**src/rtl/chunked_subtractor_seq_if.sv**
```systemverilog
// Handshake bundle for chunked_subtractor_seq: operand channel in, result channel out.
// The ovf wire only exists when SUB_OVERFLOW_EN is defined.
interface chunked_subtractor_seq_if #(
    parameter int WIDTH = 16
);
    logic             in_valid;
    logic             in_ready;
    logic [WIDTH-1:0] a;
    logic [WIDTH-1:0] b;
    logic             bin;
    logic             out_valid;
    logic             out_ready;
    logic [WIDTH-1:0] diff;
    logic             bout;
`ifdef SUB_OVERFLOW_EN
    logic             ovf;
`endif

    // Producer of operands / consumer of results
    modport master (
        output in_valid, a, b, bin, out_ready,
        input  in_ready, out_valid, diff, bout
`ifdef SUB_OVERFLOW_EN
        , input ovf
`endif
    );

    // The subtractor itself
    modport slave (
        input  in_valid, a, b, bin, out_ready,
        output in_ready, out_valid, diff, bout
`ifdef SUB_OVERFLOW_EN
        , output ovf
`endif
    );
endinterface

```
**src/rtl/chunked_subtractor_seq.sv**
```systemverilog
// chunked_subtractor_seq: multi-cycle wide subtractor, diff = a - b - bin.
// One CHUNK-bit digit per cycle, LSB first, digit sum a + ~b + ~borrow built
// with carry lookahead; the borrow is chained across cycles in a register.
// Optional feature macro: SUB_OVERFLOW_EN adds a registered signed-overflow flag (ovf).
module chunked_subtractor_seq #(
    parameter int WIDTH = 16,
    parameter int CHUNK = 4
) (
    input logic                   clk,
    input logic                   rst,
    chunked_subtractor_seq_if.slave bus
);
    localparam int NCHUNK = WIDTH / CHUNK;
    localparam int IDX_W  = (NCHUNK > 1) ? $clog2(NCHUNK) : 1;
    localparam int MSB    = WIDTH - 1;

    generate
        if ((CHUNK < 1) || (WIDTH % CHUNK != 0) || (NCHUNK < 1)) begin : g_bad_cfg
            $error("chunked_subtractor_seq: WIDTH must be a non-zero multiple of CHUNK");
        end
    endgenerate

    typedef enum logic [1:0] {IDLE, RUN, DONE} state_t;

    state_t             state;
    state_t             next_state;
    logic               can_accept;
    logic               result_valid;
    logic               accept;
    logic               last_digit;

    logic [WIDTH-1:0]   a_reg;
    logic [WIDTH-1:0]   b_reg;
    logic [WIDTH-1:0]   diff_reg;
    logic               borrow_reg;
    logic               bout_reg;
    logic [IDX_W-1:0]   idx;

    logic [CHUNK-1:0]   a_digit;
    logic [CHUNK-1:0]   nb_digit;
    logic [CHUNK-1:0]   gen;
    logic [CHUNK-1:0]   prop;
    logic [CHUNK-1:0]   sum;
    logic [CHUNK:0]     carry;
    logic               carry_term;
    logic               prop_term;

    assign accept     = can_accept & bus.in_valid;
    assign last_digit = (idx == IDX_W'(NCHUNK - 1));

    // State register; reset aborts any operation in flight
    always_ff @(posedge clk) begin
        if (rst) begin
            state <= IDLE;
        end else begin
            state <= next_state;
        end
    end

    // Next-state and handshake outputs
    always_comb begin
        next_state   = state;
        can_accept   = 1'b0;
        result_valid = 1'b0;
        unique case (state)
            IDLE: begin
                can_accept = 1'b1;
                if (bus.in_valid) next_state = RUN;
            end
            RUN: begin
                if (last_digit) next_state = DONE;
            end
            DONE: begin
                result_valid = 1'b1;
                if (bus.out_ready) next_state = IDLE;
            end
            default: next_state = IDLE;
        endcase
    end

    // Current digit: a + ~b + ~borrow with lookahead carries expanded from generate/propagate
    always_comb begin
        a_digit    = a_reg[int'(idx) * CHUNK +: CHUNK];
        nb_digit   = ~b_reg[int'(idx) * CHUNK +: CHUNK];
        gen        = a_digit & nb_digit;
        prop       = a_digit ^ nb_digit;
        carry      = '0;
        carry_term = 1'b0;
        prop_term  = 1'b0;
        carry[0]   = ~borrow_reg;
        for (int i = 0; i < CHUNK; i++) begin
            carry_term = gen[i];
            prop_term  = prop[i];
            for (int j = i - 1; j >= 0; j--) begin
                carry_term = carry_term | (prop_term & gen[j]);
                prop_term  = prop_term & prop[j];
            end
            carry[i+1] = carry_term | (prop_term & carry[0]);
        end
        sum = prop ^ carry[CHUNK-1:0];
    end

    // Operand capture on accept, then one digit written per RUN cycle
    always_ff @(posedge clk) begin
        if (rst) begin
            a_reg      <= '0;
            b_reg      <= '0;
            diff_reg   <= '0;
            borrow_reg <= 1'b0;
            bout_reg   <= 1'b0;
            idx        <= '0;
        end else begin
            unique case (state)
                IDLE: begin
                    if (accept) begin
                        a_reg      <= bus.a;
                        b_reg      <= bus.b;
                        borrow_reg <= bus.bin;
                        idx        <= '0;
                    end
                end
                RUN: begin
                    diff_reg[int'(idx) * CHUNK +: CHUNK] <= sum;
                    borrow_reg <= ~carry[CHUNK];
                    if (last_digit) begin
                        idx      <= '0;
                        bout_reg <= ~carry[CHUNK];
                    end else begin
                        idx <= idx + IDX_W'(1);
                    end
                end
                default: begin
                end
            endcase
        end
    end

`ifdef SUB_OVERFLOW_EN
    logic ovf_reg;

    // Signed overflow: operand signs differ and the result sign departs from the minuend
    always_ff @(posedge clk) begin
        if (rst) begin
            ovf_reg <= 1'b0;
        end else if ((state == RUN) && last_digit) begin
            ovf_reg <= (a_reg[MSB] != b_reg[MSB]) & (sum[CHUNK-1] != a_reg[MSB]);
        end
    end

    assign bus.ovf = ovf_reg;
`else
    // No overflow flag in this build
`endif

    assign bus.in_ready  = can_accept;
    assign bus.out_valid = result_valid;
    assign bus.diff      = diff_reg;
    assign bus.bout      = bout_reg;
endmodule

```
**src/flat_wrapper.sv**
```systemverilog
// flat-port wrapper written by rule: the top's interface ports become plain ports
module chunked_subtractor_seq_flat 
#(
    parameter int WIDTH = 16,
    parameter int CHUNK = 4
)
  (clk, rst, bus_in_valid, bus_a, bus_b, bus_bin, bus_out_ready, bus_in_ready, bus_out_valid, bus_diff, bus_bout);
  chunked_subtractor_seq_if #(.WIDTH(WIDTH)) bus_i ();
  input logic clk;
  input logic rst;
  input wire logic [$bits(bus_i.in_valid)-1:0] bus_in_valid;
  input wire logic [$bits(bus_i.a)-1:0] bus_a;
  input wire logic [$bits(bus_i.b)-1:0] bus_b;
  input wire logic [$bits(bus_i.bin)-1:0] bus_bin;
  input wire logic [$bits(bus_i.out_ready)-1:0] bus_out_ready;
  output wire logic [$bits(bus_i.in_ready)-1:0] bus_in_ready;
  output wire logic [$bits(bus_i.out_valid)-1:0] bus_out_valid;
  output wire logic [$bits(bus_i.diff)-1:0] bus_diff;
  output wire logic [$bits(bus_i.bout)-1:0] bus_bout;
  assign bus_i.in_valid = bus_in_valid;
  assign bus_i.a = bus_a;
  assign bus_i.b = bus_b;
  assign bus_i.bin = bus_bin;
  assign bus_i.out_ready = bus_out_ready;
  assign bus_in_ready = bus_i.in_ready;
  assign bus_out_valid = bus_i.out_valid;
  assign bus_diff = bus_i.diff;
  assign bus_bout = bus_i.bout;
  chunked_subtractor_seq #(.WIDTH(WIDTH), .CHUNK(CHUNK)) u_core (.clk(clk), .rst(rst), .bus(bus_i));
endmodule
```
**config.mk**
```make
export PLATFORM = sky130hd
export DESIGN_NAME = chunked_subtractor_seq_flat
export DESIGN_NICKNAME = d
export VERILOG_FILES = /design/src/rtl/chunked_subtractor_seq_if.sv /design/src/rtl/chunked_subtractor_seq.sv /design/src/flat_wrapper.sv
export SDC_FILE = /design/constraint.sdc
export NUM_CORES = 1
export LEC_CHECK = 0
export BUFFER_PORTS_ARGS = -buffer_cell sky130_fd_sc_hd__buf_2
export CAP_MARGIN = 0
export CORE_MARGIN = 2
export CORE_UTILIZATION = 57
export DETAILED_ROUTE_END_ITERATION = 16
export PLACE_DENSITY_LB_ADDON = 0.15
export SYNTH_ARGS = -nofsm -noshare
export SYNTH_HDL_FRONTEND = slang
export SYNTH_SLANG_ARGS = --single-unit
```
**constraint.sdc**
```tcl
create_clock -name clk -period 8.3 [get_ports clk]
set_clock_uncertainty 0.2 [all_clocks]
set_input_delay 2.075 -clock clk [delete_from_list [all_inputs] [get_ports clk]]
set_output_delay 2.075 -clock clk [all_outputs]
set_load 0.01 [all_outputs]
```
# Yosys cells after proc, flatten, opt, wreduce, memory -nomap -nowiden
# Index checks and enable logic that the tools add are counted.
# word_totals
regBits,54
output_inout_bits,19
# classes
n_addsub,2
eq_ne,7
n_shift,4
n_mux,12
bitwise_logic,33
reduce_logical,6
# ops
op,n
$neg A4 Y33,1
$shift A4 B33 Y16 const A,1
$shiftx A4 B33 Y16,1
$shiftx A16 B5 Y4,2
$and A1 B1 Y1,17
$bwmux W16,1
$mux W2,5
$or A1 B1 Y1,10
$xor A4 B4 Y4,2
$pmux W2 S3,1
$reduce_and A2 Y1,3
$and A4 B4 Y4,1
$eq A2 B2 Y1 const B,2
$ne A2 B1 Y1 const B,2
$ne A2 B2 Y1 const B,2
$not A4 Y4,1
$pmux W2 S2,1
$mux W1,3
$reduce_and A3 Y1,1
$add A2 B1 Y2 const B,1
$eq A2 B1 Y1 const B,1
$logic_not A2 Y1,1
$not A1 Y1,2
$pmux W1 S2,1
$reduce_bool A2 Y1,1

# Depth between registers and ports, before layout
# depth
depth_word,10
mapped_depth,9
ltp_nobuf,8

# Least setup slack after synthesis
# OpenSTA, ideal clock, no wires.
# synth_timing
path_type,input to register
startpoint,input rst
endpoint,register u_core.diff_reg[10] (netlist: u_core.bus.diff[10])
setup_time_ns,0.128
t_arrival_ns,2.806
setup_slack_ns,5.167
stages,4
n_path_buf,3
cell_sequence,clkbuf_1 -> clkbuf_1 -> clkbuf_1 -> nor2_1
# synth_lines
element,line_no,rtl
"start, declared",flat_wrapper.sv:10,input logic rst;
"end signal, assigned by index",chunked_subtractor_seq.sv:123,diff_reg[int'(idx) * CHUNK +: CHUNK] <= sum;
"end, declared",chunked_subtractor_seq.sv:34,logic [WIDTH-1:0] diff_reg;
# No word-level cell between the ends.

# Worst setup path after layout
# layout_timing
startpoint,input bus_in_valid
endpoint,register u_core.borrow_reg
# layout_via
elab_chain_len,3
# layout_lines
element,line_no,rtl
"start, declared",flat_wrapper.sv:11,input wire logic [$bits(bus_i.in_valid)-1:0] bus_in_valid;
$and A1 B1 Y1,chunked_subtractor_seq.sv:48,assign accept = can_accept & bus.in_valid;
$ne A2 B1 Y1 (no line),n/a,
$reduce_and A2 Y1 (no line),n/a,
"end signal, assigned",chunked_subtractor_seq.sv:118,borrow_reg <= bus.bin;
"end signal, assigned",chunked_subtractor_seq.sv:124,borrow_reg <= ~carry[CHUNK];
"end, declared",chunked_subtractor_seq.sv:35,logic borrow_reg;
# No other way between the ends.
# A chain may end at the register's enable or synchronous reset.

==> impl_metrics.ini <==
[outcome]
outcome = finished, final reports clean

[yosys]
netlist_instances = 279
synthArstFlopShare = 0
yosysMostFrequentCell = nand2_1
syn-mean-instance-area_sq_um = 8.63
ys_ff_latch = 54
yosys_most_used_dff = dfxtp_1
ys_top_cells_by_count = nand2_1, dfxtp_1, a21oi_1, nor2_1, ha_1
yosys.area.top_type_share = 0.449
synthTopCellsByArea = dfxtp_1, nand2_1, a21oi_1, mux4_2, ha_1
yosysWarnings = 0
yosysSeqAreaShare = 0.449
synth_top_area_cell = dfxtp_1
ys_types = 34
syn_nets = 327
syn_area_sq_um = 2410
synth_enable_flop_cells = 0

[finish]
final_area_sq_um = 2770
register_area_sq_um = 1080
n_antenna_cell = 0
final_nets = 372
nFillCells = 355
layout-drive-gt1-share = 0.218
multi_input_area_sq_um = 1210
final_util = 0.688
area_growth_pct = 15.2

[worst_setup_path]
r2r-start = u_core.idx[0]
cp-start-kind = primary input
end_kind = register
worstPathRequired_ns = 8.25
reg2regPathDepth = 7
cp.arrival_ns = 3.51
path_max_fanout = 34
timing.critical_path.from = bus_in_valid
critPathKind = in2reg

[floorplanning]
rows = 23
fp.dieArea_sq_um = 4760
die_height_um = 69.0
die_x_um = 69.0
design.core.area_sq_um = 4030
start_util = 0.598
io_pins = 56

[sta]
max_freq_ghz = 0.281
setup_viol = 0
relSlewSlack = 0.236
maxSlewViolCount = 0
period_minus_slack_ns = 3.56
period_share = 0.429
hold_violations = 0
rsz0062_at_grt = false
worst_slew_pin_slew_ns = 1.15
setup-tns-final_ns = 0

[clock_tree]
post_cts_resized = 0
htreeDepth = 2
clock-root-buffer = clkbuf_8
cts_buffers = 5
cts_tree = built
insertion_delay_ns = 0.31
cts_sinks = 54
clk_pin_slew_ns = 0.09
ctsHoldBuffers = 0
cts_setup_buffers = 0
cts_max_path_buffers = 2

[global_route]
grt_pass1_wl_um = 7680
globalRouteOverflowTotal = 0
use_met3 = 0.0390
grt_pass1_vias = 1803
busiest_layer = met2
use_met2 = 0.382
grtUsageTotal = 0.219
antenna_found_initial = 0
use_met1 = 0.265
grt_max_degree = 60

[placement]
place_congestion = 0.762
place_area_sq_um = 2660
place.port_buffers = 55
dp_hpwl_um = 3190

[power]
p_per_area_nw_per_um2 = 194
ir_worst_vdd_v = 0.000141
leakagePower_nw = 1.16

[detailed_routing]
routedWlPerCell_um = 12.4
viasPerCell = 5.29
drtIter0Drc = 114
final_antenna_net_count = 0
finalWirelength_um = 4650
drc = 0
drt_pass1_iterations = 4
vias = 1985

[flow_run]
cap_violations = 0

[worst_hold_path]
min_path_cells = 2
hp-start = u_core.b_reg[8]
hold_class = reg2reg
-- routing by layer --
metal	up-vias	routed length (um)
met1	898	2140
met4	0	89
met2	40	2240
met5	-	0
li1	1037	-
met3	10	183
-- kinds of logic after synthesis --
group                    count (synthesis)  share of synthesized area
AO/OA/AOI/OAI                           58                      0.138
XOR/XNOR                                 2                    0.00728
adder cells (fa/ha/maj)                 11                     0.0603
buffers and inverters                   25                     0.0468
flip-flops                              54                      0.449
multiplexers                             9                     0.0806
AND/OR/NAND/NOR                        120                      0.218
-- power by group --
part,switching (mW),internal (mW)
Sequential,0.00954,0.271
Clock,0.0830,0.0900
Combinational,0.0491,0.0348
-- critical path: stages --
cell	delay (ns)
buf_2	0.09
and2_1	0.88
nor2_1	0.16
a22oi_1	0.19
o22ai_1	0.11
-- final timing paths --
check / slack (ns) / endpoint
min reg2reg: 0.26 / u_core.b_reg[8]
max reg2reg: 5.27 / u_core.bus.diff[11]
max: 4.74 / u_core.borrow_reg
min: 0.26 / u_core.b_reg[8]
-- through the flow --
| stage | setup slack, ns | hold WS (ns) | power, mW | instances |
|---|---|---|---|---|
| after floorplan | 5.17 | 0.232 | 0.346 | 279 |
| after global placement | 4.42 | 0.238 | 0.370 | 367 |
| after detailed placement | 4.40 | 0.245 | 0.371 | 367 |
| after CTS | 4.73 | 0.257 | 0.542 | 375 |
| after global routing | 4.60 | 0.279 | 0.565 | 375 |
| final | 4.74 | 0.256 | 0.538 | 375 |
-- cell usage in the layout (no fill, tap or decap), drive strengths merged --
cell,instances
and2,1
a21oi,39
nor2,22
nand3,2
nand4,1
xor2,1
nor2b,1
and3b,1
o22ai,1
clkinvlp,1
nor4,1
mux2i,1
inv,8
a22oi,9
mux4,8
and2b,1
buf,55
and3,1
a2bb2oi,2
or4,1
bufinv,1
clkbuf,6
nand2b,3
ha,10
o31ai,4
nor3,3
o21ai,3
or3,1
nand2,75
dfxtp,54
xnor2,1
fa,1
nand3b,6
-- area by class of cell --
type / instances / area share
sequential: 54 / 0.390
timing repair buffer: 55 / 0.0993
multi-input combinational: 200 / 0.438
tap: 50 / 0.0226
clock inverter: 2 / 0.0135
clock buffer: 6 / 0.0262
inverter: 8 / 0.0108
(Power assumes the default switching activity.)
